## config.mk

```make
export PLATFORM = sky130hd
export DESIGN_NAME = mmio_out_fifo
export DESIGN_NICKNAME = d
export VERILOG_FILES = /design/src/rtl/mmio_out_fifo.sv
export SDC_FILE = /design/constraint.sdc
export NUM_CORES = 1
export LEC_CHECK = 0
export BUFFER_PORTS_ARGS = -buffer_cell sky130_fd_sc_hd__buf_4
export CORE_MARGIN = 2
export CORE_UTILIZATION = 52
export CTS_CLUSTER_SIZE = 25
export DETAILED_ROUTE_END_ITERATION = 6
export PLACE_DENSITY = 0.84
export SYNTH_ARGS = -nofsm -noshare
export SYNTH_HDL_FRONTEND = slang
export SYNTH_SLANG_ARGS = --single-unit
```

## constraint.sdc

```tcl
create_clock -name clk -period 5.3 [get_ports clk]
set_input_delay 0.53 -clock clk [delete_from_list [all_inputs] [get_ports clk]]
set_output_delay 0.53 -clock clk [all_outputs]
set_load 0.02 [all_outputs]
```

## src/rtl/mmio_out_fifo.sv

```systemverilog
// Memory-mapped output FIFO on the CPU store bus: stores to DATA_ADDR are queued
// and drained over valid/ready; STATUS_ADDR gives a status read and control write.
module mmio_out_fifo #(
   parameter int          n           = 32,
   parameter int          DEPTH       = 8,
   parameter logic [n-1:0] DATA_ADDR   = 32'h0000_0054,
   parameter logic [n-1:0] STATUS_ADDR = 32'h0000_0058
) (
   input  logic         clk,
   input  logic         reset,
   input  logic         memwrite,
   input  logic [n-1:0] dataadr,
   input  logic [n-1:0] writedata,
   output logic [n-1:0] readdata,
   output logic         out_valid,
   output logic [n-1:0] out_data,
   input  logic         out_ready,
   output logic         overflow,
   output logic [15:0]  push_count
);

   localparam int          AW       = $clog2(DEPTH);
   localparam logic [AW:0] FULL_CNT = (AW+1)'(DEPTH);

   logic [n-1:0]  mem [DEPTH];
   logic [AW-1:0] wr_ptr;
   logic [AW-1:0] rd_ptr;
   logic [AW:0]   count;
   logic [7:0]    count8;

   logic push_req;
   logic ctrl_wr;
   logic pop;
   logic full;
   logic empty;
   logic push_ok;
   logic flush;

   assign push_req  = memwrite && (dataadr == DATA_ADDR);
   assign ctrl_wr   = memwrite && (dataadr == STATUS_ADDR);
   assign empty     = (count == '0);
   assign full      = (count == FULL_CNT);
   assign out_valid = !empty;
   assign pop       = out_valid && out_ready;
   // A pop in the same cycle frees the slot, so a full FIFO still accepts.
   assign push_ok   = push_req && (!full || pop);
   assign flush     = ctrl_wr && writedata[1];
   assign out_data  = mem[rd_ptr];
   assign count8    = 8'(count);

   always_comb begin
      readdata = '0;
      if (dataadr == STATUS_ADDR)
         readdata = {16'h0000, count8, 5'b00000, overflow, full, empty};
   end

   always_ff @(posedge clk) begin
      if (!reset && push_ok)
         mem[wr_ptr] <= writedata;
   end

   always_ff @(posedge clk) begin
      if (reset) begin
         wr_ptr     <= '0;
         rd_ptr     <= '0;
         count      <= '0;
         overflow   <= 1'b0;
         push_count <= '0;
      end else begin
         // Flush wins over a same-cycle pop; a push cannot coincide with a control write.
         if (flush) begin
            wr_ptr     <= '0;
            rd_ptr     <= '0;
            count      <= '0;
            push_count <= '0;
         end else begin
            if (push_ok) begin
               wr_ptr     <= wr_ptr + 1'b1;
               push_count <= push_count + 16'd1;
            end
            if (pop)
               rd_ptr <= rd_ptr + 1'b1;
            case ({push_ok, pop})
               2'b10:   count <= count + 1'b1;
               2'b01:   count <= count - 1'b1;
               default: count <= count;
            endcase
         end
         if (push_req && !push_ok)
            overflow <= 1'b1;
         else if (ctrl_wr && writedata[0])
            overflow <= 1'b0;
      end
   end

endmodule
```

==> summary.md <==
| Metric | Value |
|---|---|
| M2 GR Usage | `between 30 and 40%` |
| Final period utilization | `between 60% and 70%` |
| Worst slew pin tran | `between 1 and 1.5 ns` |
| Die area | `about 23000 um2` |
| CTS buffer count | `27` |
| Ys flop type | `edfxtp_1` |
| Clock transition at the registers of the reported paths | `0.06 ns` |
| Die W | `between 150 and 200 um` |
| Max Fclk | `approximately 280 MHz` |
| Drt total wl | `around 22 mm` |
| Dpl cells | `between 900 and 1000` |
| Outcome | `complete, no violations` |
| Post-synth EDFFs | `between 200 and 300` |
| Max clock buf depth | `3` |
| # fillers | `~1500` |
| Critical Path AT | `3.00 ns` |
| Dpl hpwl | `13.23 mm` |
| Synth area leader | `edfxtp_1` |
| Post-synth top cells | `edfxtp_1 (256), mux4_2 (64), mux2_2 (32)` |
| Cts hold-fix bufs | `0` |
| I/O pins | `150` |
| # rows | `54` |
| Setup TNS | `0 ns` |
| Ys async rst share | `0%` |
| GRT Overall Usage | `a little under a fifth` |
| Starting DRT DRC Count | `roughly 360` |
| Met1 usage in global routing | `24.18%` |
| Yosys warnings | `0` |
| Synth area leaders | `edfxtp_1 (67%), mux4_2 (13%), dfxtp_1 (5.2%)` |
| DR vias | `between 5000 and 6000` |
| Cells after synthesis | `roughly 580` |
| Critical path startpoint category | `register` |
| Final hold vios | `0` |
| Tmin final | `approximately 3.5 ns` |
| Via/cell ratio | `~5.6` |
| Synth cell types | `48` |
| H-tree levels | `1` |
| Diode count | `0` |
| #FFs+latches synth | `between 200 and 300` |
| Critical Path Sink Type | `output pin` |
| Top-count cell post-synth | `edfxtp_1` |
| Clk sink count | `286` |
| Number of port buffers | `124` |
| Post-synthesis sequential area ratio | `between 70 and 80%` |
| # DRC | `0` |
| Final Skew | `0.01144 ns` |
| Pin count of the biggest net entering global routing | `55` |
| Initial Util | `52.80%` |
| LEAKAGE | `approximately 0.0045 uW` |
| Rel. slew slack | `between 10% and 20%` |
| Post-route ant nets | `0` |
| Worst min path class | `in -> reg` |
| Share of layout cells above drive strength 1 | `between 30 and 40%` |
| Post-CTS Setup Repair Bufs | `0` |
| Final GP Congestion | `~0.83` |
| Final worst slack | `1.773 ns` |
| Core ar. | `about 22000 um2` |
| DRT Pass-1 Iters | `5` |
| Synth top area share | `approximately two thirds` |
| Layout area overhead | `18.17%` |
| Total power | `about 5200 uW` |
| Final setup vio count | `0` |
| Nets | `791` |
| Max_cap viols | `0` |
| Initial antenna violation count | `0` |
| Power per cell area | `slightly below 400 nW/um2` |
| Die Ht | `between 150 and 200 um` |
| Worst-skew pair later-pin latency | `about 0.53 ns` |
| RSZ-0062 raised after global routing | `false` |
| First-pass GRT wire length | `33.87 mm` |
| Non-filler cells, final | `around 1000` |
| Root buf cell | `clkbuf_16` |
| CTS tree | `yes` |
| GRT busiest layer | `met2` |
| Slew Viols, Final | `0` |
| Worst IR drop on VDD | `0.2345 mV` |
| Area of the mapped netlist | `about 11000 um2` |
| Max FO, Critical Path | `between 50 and 60` |
| Global routing usage on met3 | `a little over 4%` |
| CP Class | `reg -> out` |
| Pre-CTS setup slack | `~1.9 ns` |
| WL per Instance | `about 21 um` |
| Synth Area per Inst | `19.64 um2` |
| Grt total ovfl | `0` |
| Critical path required time | `roughly 4.8 ns` |
| Vias in the first global route | `about 6200` |
| # resized after CTS | `0` |
where the power goes:
part	leakage (uW)	switching, uW	internal, uW
clock	0.000422	797	1110
sequential	0.00254	120	2470
combinational	0.00152	303	422
sequential cells by signal, indices dropped and copies added (netlist names), named ones only:
| signal | count |
|---|---|
| mem | 256 |
| push_count | 16 |
| count | 4 |
| rd_ptr | 3 |
| wr_ptr | 3 |
| overflow | 1 |
worst max-delay path, stage by stage (launching register included):
cell	delay, ns
dfxtp_4	1.04
buf_4	0.40
mux4_2	0.55
mux2_2	0.28
buf_4	0.16
placed cells by master (no fill, tap or decap), types with 4 or more instances in the layout:
cell and n:
edfxtp_1 256, buf_4 128, mux4_2 64, mux2_2 32
clkbuf_16 27, dfxtp_1 27, nor2_1 25, conb_1 25
nand3_1 14, xor2_1 12, nand2_1 9, a21oi_1 8
nand4_1 7, inv_1 6, and2_1 6, nor2_4 6
nor4_4 5, xnor2_1 5, or3_1 5, ha_1 5
clkinv_1 5, clkbuf_1 5, o21ai_0 4, inv_6 4
kinds of logic (layout without fill, tap and decap cells):
family	Yosys count	in the layout	share of synthesized area (%)
other cells	1	25	0.03274
flops	286	286	72.37
buf+inv	54	185	2.742
fa+ha+maj	6	6	0.7211
xor+xnor	17	17	1.300
compound gates	18	18	1.038
simple gates	102	102	5.769
mux	99	99	16.03
per-stage QoR:
| step | instance area, um2 | utilization [%] | hold slack [ns] |
|---|---|---|---|
| 2_1_floorplan | 11540 | - | 0.4531 |
| 3_3_place_gp | 12650 | 58.32 | 0.4785 |
| 3_5_place_dp | 12650 | 58.32 | 0.4854 |
| 4_1_cts | 13530 | 62.40 | 0.2142 |
| 5_1_grt | 13530 | 62.40 | 0.2191 |
| 6_report | 13530 | 62.40 | 0.2310 |
final timing paths:
path / from / end / slack [ns] / cells past startpoint
worst max register to register: count[0]$_SDFFE_PP0P_ / count[3]$_SDFFE_PP0P_ / 2.55 / 10
worst min-delay path: reset / overflow$_SDFFE_PP0P_ / 0.23 / 2
worst max-delay path: register / out_data[20] / 1.77 / 4
worst min register to register: wr_ptr[0]$_SDFFE_PP0P_ / wr_ptr[0]$_SDFFE_PP0P_ / 0.49 / 2
metal layers:
metal | share of wire, % | vias to the layer above
met2 | 51 | 228
met3 | 7.6 | 17
met1 | 40 | 2930
li1 | - | 2576
met4 | 1.1 | 0
met5 | 0 | -
cell type report:
cell class	count	area [um2]	area share, %
multi-input combinational	267	3000	22.17
tap	280	350.3	2.589
clock buffer	33	708.2	5.233
sequential	286	8294	61.29
inverter	6	22.52	0.1664
timing repair buffer	129	980.9	7.249
clock inverter	17	176.4	1.304
No activity file was read; power rests on OpenSTA's default activity.
